==> config.mk <==
export PLATFORM = sky130hd
export DESIGN_NAME = mdu_iter
export DESIGN_NICKNAME = d
export VERILOG_FILES = /design/src/rtl/mdu_iter.sv
export SDC_FILE = /design/constraint.sdc
export NUM_CORES = 1
export LEC_CHECK = 0
export BUFFER_PORTS_ARGS = -buffer_cell sky130_fd_sc_hd__buf_2
export CAP_MARGIN = 30
export CORE_MARGIN = 2
export CORE_UTILIZATION = 60
export CTS_CLUSTER_SIZE = 8
export DETAILED_ROUTE_END_ITERATION = 16
export GPL_TIMING_DRIVEN = 0
export PLACE_DENSITY = 0.81
export SLEW_MARGIN = 25
export SYNTH_ARGS = -nofsm -noshare
export SYNTH_HDL_FRONTEND = slang
export SYNTH_SLANG_ARGS = --single-unit
==> constraint.sdc <==
create_clock -name clk -period 3.9 [get_ports clk]
set_input_delay 0.78 -clock clk [delete_from_list [all_inputs] [get_ports clk]]
set_output_delay 0.78 -clock clk [all_outputs]
set_load 0.01 [all_outputs]
==> src/rtl/mdu_iter.sv <==
// Iterative multiply/divide unit: one radix-2 step per cycle over WIDTH cycles,
// with signed/unsigned multiply, divide, divide-by-zero and annul handling.
module mdu_iter #(
    parameter int WIDTH = 32
) (
    input  logic             clk,
    input  logic             rst,
    input  logic             start,
    input  logic [1:0]       op,
    input  logic [WIDTH-1:0] a,
    input  logic [WIDTH-1:0] b,
    input  logic             annul,
    output logic             busy,
    output logic             ready,
    output logic [WIDTH-1:0] result_hi,
    output logic [WIDTH-1:0] result_lo,
    output logic             dz
);

    typedef enum logic [1:0] {
        IDLE = 2'd0,
        PREP = 2'd1,
        CALC = 2'd2,
        DONE = 2'd3
    } stateT;

    localparam int              CntW    = $clog2(WIDTH + 1);
    localparam logic [CntW-1:0] LastCnt = CntW'(WIDTH);

    stateT             state;
    stateT             stateNext;

    logic [1:0]        opReg;
    logic [WIDTH-1:0]  aRaw;
    logic [WIDTH-1:0]  bRaw;
    logic [WIDTH-1:0]  opnd;
    logic [WIDTH-1:0]  accHi;
    logic [WIDTH-1:0]  accLo;
    logic [CntW-1:0]   cnt;
    logic              negRes;
    logic              negRem;

    logic [WIDTH-1:0]  resHi;
    logic [WIDTH-1:0]  resLo;
    logic              resDz;

    logic              isDiv;
    logic              isSigned;
    logic [WIDTH-1:0]  magA;
    logic [WIDTH-1:0]  magB;

    logic [WIDTH:0]    mulSum;
    logic [WIDTH:0]    divShift;
    logic              divFits;
    logic [WIDTH-1:0]  divSub;
    logic [WIDTH-1:0]  stepHi;
    logic [WIDTH-1:0]  stepLo;

    logic [2*WIDTH-1:0] prodMag;
    logic [WIDTH-1:0]  fixHi;
    logic [WIDTH-1:0]  fixLo;
    logic              fixDz;

    assign isDiv    = opReg[1];
    assign isSigned = ~opReg[0];
    assign magA     = (isSigned && aRaw[WIDTH-1]) ? -aRaw : aRaw;
    assign magB     = (isSigned && bRaw[WIDTH-1]) ? -bRaw : bRaw;

    always_comb begin
        // NOTE: defaults come first so every path assigns stateNext and no latch is inferred.
        stateNext = state;
        unique case (state)
            IDLE, DONE: stateNext = (start && !annul) ? PREP : IDLE;
            PREP:       stateNext = annul ? IDLE : CALC;
            CALC: begin
                if (annul) begin
                    stateNext = IDLE;
                end else if (cnt == LastCnt) begin
                    stateNext = DONE;
                end
            end
            default:    stateNext = IDLE;
        endcase
    end

    always_ff @(posedge clk or negedge rst) begin
        // NOTE: sequential state uses non-blocking assignments so all registers update together.
        if (!rst) begin
            state <= IDLE;
        end else begin
            state <= stateNext;
        end
    end

    // Multiply adds at the top and shifts right; divide shifts left and restores on underflow.
    assign mulSum   = {1'b0, accHi} + (accLo[0] ? {1'b0, opnd} : {(WIDTH + 1){1'b0}});
    assign divShift = {accHi, accLo[WIDTH-1]};
    assign divFits  = divShift >= {1'b0, opnd};
    assign divSub   = divShift[WIDTH-1:0] - opnd;

    always_comb begin
        if (isDiv) begin
            stepHi = divFits ? divSub : divShift[WIDTH-1:0];
            stepLo = {accLo[WIDTH-2:0], divFits};
        end else begin
            stepHi = mulSum[WIDTH:1];
            stepLo = {mulSum[0], accLo[WIDTH-1:1]};
        end
    end

    assign prodMag = {accHi, accLo};

    always_comb begin
        fixHi = accHi;
        fixLo = accLo;
        fixDz = 1'b0;
        if (!isDiv) begin
            {fixHi, fixLo} = negRes ? -prodMag : prodMag;
        end else if (bRaw == '0) begin
            fixHi = aRaw;
            fixLo = '1;
            fixDz = 1'b1;
        end else begin
            // The most-negative / -1 case wraps back to the most-negative value here.
            fixLo = negRes ? -accLo : accLo;
            fixHi = negRem ? -accHi : accHi;
        end
    end

    always_ff @(posedge clk or negedge rst) begin
        if (!rst) begin
            opReg  <= '0;
            aRaw   <= '0;
            bRaw   <= '0;
            opnd   <= '0;
            accHi  <= '0;
            accLo  <= '0;
            cnt    <= '0;
            negRes <= 1'b0;
            negRem <= 1'b0;
            resHi  <= '0;
            resLo  <= '0;
            resDz  <= 1'b0;
        end else begin
            if ((state == IDLE || state == DONE) && stateNext == PREP) begin
                opReg <= op;
                aRaw  <= a;
                bRaw  <= b;
            end
            if (state == PREP) begin
                opnd   <= isDiv ? magB : magA;
                accLo  <= isDiv ? magA : magB;
                accHi  <= '0;
                cnt    <= '0;
                negRes <= isSigned & (aRaw[WIDTH-1] ^ bRaw[WIDTH-1]);
                negRem <= isSigned & aRaw[WIDTH-1];
            end
            if (state == CALC && cnt != LastCnt) begin
                accHi <= stepHi;
                accLo <= stepLo;
                cnt   <= cnt + CntW'(1);
            end
            if (state == CALC && stateNext == DONE) begin
                resHi <= fixHi;
                resLo <= fixLo;
                resDz <= fixDz;
            end
        end
    end

    assign busy      = (state == PREP) || (state == CALC);
    assign ready     = (state == DONE);
    assign result_hi = resHi;
    assign result_lo = resLo;
    assign dz        = resDz;

endmodule

==> results, run 1 <==
- The number of fill cells is 2,448.
- Buffers inserted to repair hold after CTS numbered 0.
- The power density of the placed cells is between 500 and 600 nW/µm².
- The post-synthesis to final-layout area growth is 13.6%.
- The core footprint is roughly 29,000 µm².
- Summed over all instances, the cell type with the most area after synthesis is dfrtp_1.
- Yosys printed 0 warnings.
- Counting along the longest clock path gives a buffer depth of 3.
- The run finished, with violations left.
- In this run the biggest area consumer among cell types represents about a third of the synthesized area.
- The floorplan step defined a die boundary enclosing 31,200 µm².
- The post-route antenna net violation count is 0.
- The internal cell power is 6200 µW.
- Overall power consumption after layout is estimated at 11,100 µW.
- The topmost layer with routed signal wires is met4.
- The DRC violations left is 0.
- Summed over all layers, the global routing overflow is 0.
- Synthesis produced a netlist whose cell count is 2,154.
- The number of different library cells used by synthesis comes to between 70 and 80.
- Across the routed clock network, the largest skew measured is 0.0204 ns.
- The largest net degree at the start of global routing is around 90.
- The startpoint identified for the worst register-to-register timing path is state[1].
- The proportion of power drawn by flip-flops and latches is 31.3%.
- STA puts the critical path data arrival time at about 4.3 ns.
- The effective utilization at floorplan is between 60% and 70%.
- The floorplan has 63 rows.
- The portion of the clock cycle consumed by the worst path in the final layout is 101%.
- The met2 routed wirelength is approximately 30,000 µm.
- Combinational logic burns between 40% and 50% of the power.
- Timing would allow up to ~250 MHz.
- The worst-case IR drop observed on VDD is ~0.36 mV.
- The number of buffers inserted during clock tree synthesis is 35.
- The max-cap check violation count is 0.
- The register-to-register setup slack is -0.03 ns.
- The tree is rooted in a clkbuf_16.
- The flop and latch count out of synthesis is approximately 240.
- Along the worst path, the maximum fanout reaches 10.
- The net count of the finished layout is roughly 2,500.
- The endpoint identified for the worst register-to-register timing path is result_lo[4].
- The total detailed-routing wirelength is 73,200 µm.
- The clock reaches the later pin of the worst-skew pair after 0.53 ns.
- The launching element type of the critical path is a flip-flop.
- By area the synthesized netlist is led by dfrtp_1 (33%), o21ai_0 (5.5%), xor2_1 (5.3%).
- The nature of the critical path endpoint is a flip-flop.
- TritonCTS built the clock tree.
- The critical path is of the flip-flop to flip-flop type.
- The die boundary height is 177 µm.
- The initial DRC count is around 2,500.
- Summed over all nets, the switching power comes to 4880 µW.
- The post-synthesis cell area is ~18,000 µm².
- The number of placed I/O pins is between 100 and 150.
- The clock share of power is approximately a quarter.
- Counting flops with a built-in enable in the synthesized netlist gives 0.
- STA puts the critical path data required time at between 4 and 5 ns.
- Input and output buffers added on the ports amount to approximately 140.
- For this run, the detailed router's first-pass iteration total came to 6.
- In the final layout, the share of cells above drive strength 1 is between 10% and 20%.
- Setup repair after global routing left no endpoint under its margin.
- The first global-routing pass estimated 107,000 µm of wire.
- The final reports fail on setup timing.
- The headroom to the max-slew limit is approximately a quarter.
- The switching share of power is between 40 and 50%.
- The max-slew violation count is 0.
- The length of routed met3 wiring is 10,400 µm.
- When the netlist entered floorplanning its net count stood at approximately 2,300.
- The count of cells along the worst register-to-register path is 9.
- At the pin with the least slew margin, the transition time is 1.15 ns.
- The H-tree generated during clock tree synthesis spans 2 levels.
- The dominant synthesized flop cell is dfrtp_1.
- The minimum setup slack in the final design is -0.0277 ns.
- At the end of routability-driven placement, the weighted congestion stood at around 1.1.
- The count of endpoints failing hold in the final timing report is 0.
- For this block, wires on met1 add up to ~28,000 µm.
- The synthesized area divided by synthesized cell count is 8.30 µm².
- Setup violations remaining at the end of the flow were counted as 5.
- Once detailed placement completed, the half-perimeter wirelength came to ~56,000 µm.
- The post-synthesis async set-or-reset flop share is between 90% and 100%.
- The number of antenna violations at the first check in global routing is 1.
- The worst hold-check path type is input pin to asynchronous set/reset pin.
- The number of vias in the routed layout is between 15,000 and 20,000.
- Clock tree synthesis found a total of between 200 and 250 sinks.
- The wire length per cell is 26.8 µm.
- The worst path in the final design needs a cycle of a little under 4 ns, including I/O delays and setup.
- The clock-pin transition on the worst setup and hold timing paths is approximately 0.050 ns.
- In this run the horizontal extent of the chip is between 150 and 200 µm.
- The mean number of vias per cell is 6.90.
- The via count of the first global-routing pass is around 17,000.
- On the final layout, the worst hold slack is between 0.15 and 0.2 ns.
- The share of the Yosys chip area taken by registers is between 30% and 40%.
- The leakage power figure is approximately 0.0094 µW.
- Global routing used around 46% of the available tracks across all layers.
## state kept, by name (all words and copies together), names as in the netlist, 6 cells and up
register and cells:
result_lo 32, opnd 32, bRaw 32, aRaw 32, cnt 6, accHi 32
result_hi 32, accLo 32
## cell families after synthesis
family / count (synthesis) / share of synthesized area, %
AO/OA/AOI/OAI: 664 / 22.9
flip-flops: 237 / 33.2
buffers and inverters: 220 / 4.70
XOR/XNOR: 184 / 9.02
AND/OR/NAND/NOR: 639 / 16.8
multiplexers: 135 / 8.09
adder cells (fa/ha/maj): 75 / 5.33
## through the flow
stage / util [%] / worst slack, ns / cell area [µm²] / instances / setup TNS (ns)
2_1_floorplan: - / 0.434 / 17900 / 2154 / 0
3_3_place_gp: 64.6 / -2.16 / 19000 / 2680 / -520.47
3_5_place_dp: 64.8 / -0.875 / 19100 / 2682 / -19.06
4_1_cts: 68.3 / 0.00588 / 20100 / 2724 / 0
5_1_grt: 68.8 / 0.00116 / 20300 / 2726 / 0
6_report: 68.8 / -0.0277 / 20300 / 2731 / -0.0924
## power groups by stage
stage / combinational, µW / clock (µW) / sequential (µW)
3_3_place_gp: 4400 / 0 / 3420
3_5_place_dp: 4490 / 0 / 3440
6_report: 4840 / 2770 / 3460
2_1_floorplan: 3120 / 0 / 3230
5_1_grt: 5100 / 2840 / 3480
4_1_cts: 4560 / 2760 / 3420
## Yosys cell counts, types with 34 or more instances
library cell,n
dfrtp_1,237
nor2_1,214
o21ai_0,198
nand2_1,194
a21oi_1,182
clkbuf_1,114
xor2_1,109
mux2_2,75
xnor2_1,75
ha_1,73
inv_1,71
mux2i_1,60
a31oi_1,46
a211oi_1,39
o211ai_1,35
nor3_1,34
## layer usage
layer | track usage (%) | vias to the layer above
li1 | - | 8130
met1 | 62.3 | 8948
met2 | 64.6 | 1452
met3 | 14.8 | 301
met4 | 25.5 | 0
met5 | 0 | -
## repair_timing
item | 4_1_cts | 5_1_grt
setup buffers | 3 | 1
gates resized for setup | 21 | 29
endpoints found under the setup margin | 43 | 45
pin swaps | 0 | 4
gates cloned | 0 | 0
## critical path, stage by stage, from the launching register on
cell and delay (ns):
dfrtp_1 0.41, inv_1 0.07, ha_1 0.42, inv_2 0.32, a211oi_1 0.46, and3_1 0.22, clkbuf_1 0.56, clkbuf_1 0.62
clkbuf_2 0.52, a31oi_1 0.15
## worst max-delay path by stage
| stage | end | depth (start not counted) | slack, ns | start |
|---|---|---|---|---|
| after global placement | bRaw[24] | 1 | -2.16 | rst |
| after global routing | result_hi[28] | 10 | 0.001 | accHi[1] |
| final | result_lo[4] | 9 | -0.03 | state[1] |
| after CTS | accLo[0] | 12 | 0.006 | accHi[23] |
| after detailed placement | accLo[0] | 15 | -0.87 | accLo[31] |
| after floorplan | accHi[24] | 12 | 0.43 | accLo[0] |
## cell usage in the layout, fill, tap and decap left out, types with 6 or more instances in the layout
cell type / netlist / routed
a211oi_1: 39 / 38
a21o_1: 28 / 28
a21oi_1: 182 / 181
a22oi_1: 22 / 22
a31oi_1: 46 / 46
and2_1: 7 / 7
and3_1: 12 / 12
buf_1: 27 / 22
buf_2: 4 / 140
clkbuf_1: 114 / 112
clkbuf_16: 0 / 36
clkbuf_2: 2 / 6
dfrtp_1: 237 / 235
ha_1: 73 / 73
inv_1: 71 / 70
mux2_2: 75 / 75
mux2i_1: 60 / 60
nand2_1: 194 / 194
nand2b_1: 17 / 17
nand3_1: 27 / 26
nand4_1: 18 / 18
nor2_1: 214 / 213
nor2b_1: 17 / 17
nor3_1: 34 / 34
nor4_1: 17 / 13
o211ai_1: 35 / 35
o21a_1: 9 / 9
o21ai_0: 198 / 192
o21ai_1: 1 / 6
o21bai_1: 8 / 7
o31ai_1: 25 / 25
o41ai_1: 15 / 15
or2_2: 11 / 11
or3_1: 24 / 24
or4_1: 24 / 24
xnor2_1: 75 / 75
xor2_1: 109 / 109
## final cells by class
class / count / area (µm²) / share of cell area (%)
Sequential cell: 237 / 5930 / 29.2
Buffer: 145 / 576 / 2.84
Tap cell: 390 / 488 / 2.40
Clock inverter: 2 / 25.0 / 0.123
Clock buffer: 39 / 912 / 4.49
Timing Repair Buffer: 144 / 792 / 3.90
Inverter: 72 / 274 / 1.35
Antenna cell: 5 / 12.5 / 0.0616
Multi-Input combinational cell: 1697 / 11300 / 55.6
(Power assumes the default switching activity.)
==> run 2, diff against run 1 <==
Settings changed: PLACE_DENSITY 0.81 to default, PLACE_DENSITY_LB_ADDON from default to 0.3.
==> results, run 2 (synthesis gave the netlist of run 1 again) <==
- The via count of the first global-routing pass is 17,800 (+2.9%).
- The headroom to the max-slew limit is 30.1% (+6.6 points).
- The flow ran to the end, and the final reports show no timing, DRC or antenna violations.
- The portion of the clock cycle consumed by the worst path in the final layout was 98.1% (-2.6 points).
- The timing-limited maximum frequency is 261 MHz (+2.7%).
- The number of buffers inserted during clock tree synthesis is 35 (unchanged).
- The total detailed-routing wirelength is 75,400 µm (+3.0%).
- The minimum setup slack in the final design came to 0.0743 ns (+0.102 ns).
- The die footprint is 31,200 µm² (unchanged).
- Traced cell by cell, the critical path runs through clkinvlp_4 -> clkbuf_4 -> nor2_1 -> ha_1 -> and2_1 -> or4_1 -> o2111a_1 -> o21bai_4 -> a31oi_2 -> a221oi_2 -> o21ai_0 -> o311ai_0 -> o21ai_0.
- The share of layout cells above drive strength 1 was 13.6% (+0.080 points).
- The worst ir drop on vdd was 0.428 mV (+18%).
- The maximum number of buffers from clock root to sink was 3 (unchanged).
- The weighted congestion at the end of routability-driven global placement came to 1.05 (-0.52%).
- The fraction of power consumed by combinational cells was 43.7% (about the same).
- The width of the die is 177 µm (unchanged).
- The transition time at the pin with the least slew margin came to 1.05 ns (-0.0988 ns).
- The total power is 11,100 µW (+0.45%).
- The clock share of power is 25.1% (about the same).
- The DRC violations left is 0 (unchanged).
- The kind of critical path is flip-flop to flip-flop.
- The net count of the finished layout is 2,479 (+0.081%).
- The sum of buffers and inverters on the critical path came to 2 (-3).
- STA classifies the critical path endpoint as a flip-flop.
- The power density of the placed cells is 549 nW/µm² (+0.59%).
- The total overflow reported by the global router is 0 (unchanged).
- The summed area of non-filler cells in the final layout is 20,300 µm² (-0.14%).
- The max-cap check violation count is 0 (unchanged).
- The largest net degree at the start of global routing came to 95 (+6.7%).
- The launching element type of the critical path is a flip-flop.
- The number of antenna violations at the first check in global routing was 3 (+2).
- The count of placed standard cells including taps is 2,682 (unchanged).
- The leading cell type in the layout, fill and taps excluded is dfrtp_1.
- The number of cells in the finished layout apart from fillers came to 2,727 (-0.15%).
- The initial DRC count came to 2,739 (+9.0%).
- The min-delay analysis places its worst path in the category input pin to asynchronous set/reset pin.
- The most numerous cell type found on the critical path is o21ai_0.
- The required time at the worst-slack endpoint was 4.26 ns (about the same).
- The number of fill cells is 2,410 (-1.6%).
- The insertion delay to the later sink of the worst-skew pair came to 0.54 ns (about the same).
- Setup repair after global routing left no endpoint under its margin.
- The wire length per cell is 27.6 µm (+3.2%).
- The depth of the CTS H-tree is 2 (unchanged).
- The final critical path time including I/O delays and setup is 3.83 ns (-0.102 ns).
- The cell family contributing the most delay on the critical path is compound AO/OA/AOI/OAI gates.
- The proportion of power drawn by flip-flops and latches came to 31.2% (about the same).
- In the layout the commonest cells are dfrtp_1 (234), nor2_1 (214), nand2_1 (194), o21ai_0 (194), a21oi_1 (179).
- CTS placed an instance of clkbuf_16 at the clock tree root.
- The effective utilization at floorplan is 60.6% (unchanged).
- The HPWL reported at the end of detailed placement is 56,800 µm (+2.4%).
- The cell at the slowest stage of the critical path is dfrtp_2.
- The core footprint was 29,500 µm² (unchanged).
- The die boundary height is 177 µm (unchanged).
- The final count of negative-setup-slack endpoints is 0 (-5).
- The final standard cell utilization of the core is 68.8% (-0.093 points).
- The leakage power figure is 0.00938 µW (about the same).
- The number of detailed-routing iterations run before antenna repair is 6 (unchanged).
- The mean number of vias per cell is 6.96 (+0.98%).
- The post-synthesis to final-layout area growth is 13.4%.
- The worst setup timing slack at the placement stage is -0.930 ns (-0.0548 ns).
- The post-route antenna net violation count came to 0 (unchanged).
- The number of vias in the routed layout is 19,000 (+0.83%).
- The diode insertion count for antenna repair is 0 (-5).
- The max-slew violation count is 0 (unchanged).
- The count of endpoints failing hold in the final timing report came to 0 (unchanged).
- The net switching power figure is 4940 µW (+1.4%).
- The highest cell delay on the worst timing path was 0.47 ns (-0.15 ns).
- The number of buffer cells added on primary ports is 136 (unchanged).
- The CTS tree is yes.
- The clock-pin transition on the worst setup and hold timing paths is 0.05 ns (about the same).
- The worst-path maximum fanout is 10 (unchanged).
- The clock skew after layout is 0.0259 ns (+0.00553 ns).
- The overall routing resource usage is 47.5% (+1.5 points).
- The total cell area at the placement stage is 19,100 µm² (unchanged).
- The internal cell power was 6180 µW (-0.27%).
- The switching share of power came to 44.5% (+0.40 points).
- The arrival time reported for the critical path endpoint is 4.18 ns (-0.11 ns).
- The wire length of the first global-routing pass is 110,000 µm (+3.1%).
- The clock sink count is 237 (unchanged).
- The number of placed I/O pins came to 137 (unchanged).
- The row count is 63 (unchanged).
## run 2: routing by layer
| metal | up-vias | GRT usage, % | share of wire [%] |
|---|---|---|---|
| li1 | 8121 | - | - |
| met1 | 9097 | 64.2 | 39 |
| met2 | 1464 | 68.5 | 41 |
| met3 | 302 | 13.3 | 13 |
| met4 | 4 | 26.0 | 6.4 |
| met5 | - | 0 | 0.028 |
## run 2: power groups by stage
stage / Combinational (µW) / Clock [µW] / Sequential, µW
after global routing: 5120 / 2860 / 3490
after floorplan: 3120 / 0 / 3230
final: 4860 / 2790 / 3480
after detailed placement: 4520 / 0 / 3450
after global placement: 4410 / 0 / 3420
after CTS: 4590 / 2760 / 3430
## run 2: final cells by class
cell class,instances,area (µm²),share of cell area (%)
timing repair buffer,146,815,4.02
buffer,145,579,2.86
clock buffer,37,893,4.41
clock inverter,3,52.6,0.259
inverter,72,274,1.35
sequential,237,5930,29.3
tap,390,488,2.41
multi-input combinational,1697,11200,55.4
## run 2: through the flow
step                TNS (ns)  hold slack, ns
floorplan                  0           0.450
global placement     -499.07           0.459
detailed placement    -20.00           0.463
CTS                        0           0.213
global route               0           0.222
finish                     0           0.166
## run 2: repair_timing
action	CTS	global route
setup endpoints to repair	49	41
pin swaps	0	4
hold buffers	0	0
buffers inserted	4	1
gates resized for setup	21	24
## run 2: worst reg2reg max path: stages (launching register included)
cell,delay (ns)
dfrtp_2,0.47
clkinvlp_4,0.16
clkbuf_4,0.22
nor2_1,0.13
ha_1,0.27
and2_1,0.19
or4_1,0.42
o2111a_1,0.36
o21bai_4,0.26
a31oi_2,0.17
a221oi_2,0.37
o21ai_0,0.22
o311ai_0,0.15
o21ai_0,0.24
## run 2: worst paths after layout
path | from | end | slack [ns] | depth (start not counted)
worst max register to register | accLo[0] | accHi[31] | 0.07 | 13
worst min-delay path | rst | opnd[9] | 0.17 | 1
worst max-delay path | accLo[0] | accHi[31] | 0.07 | 13
worst min register to register | result_hi[13] | result_hi[13] | 0.48 | 2
min in group clk | annul | state[0] | 0.47 | 2
max in group asynchronous | rst | opnd[30] | 2.36 | 3
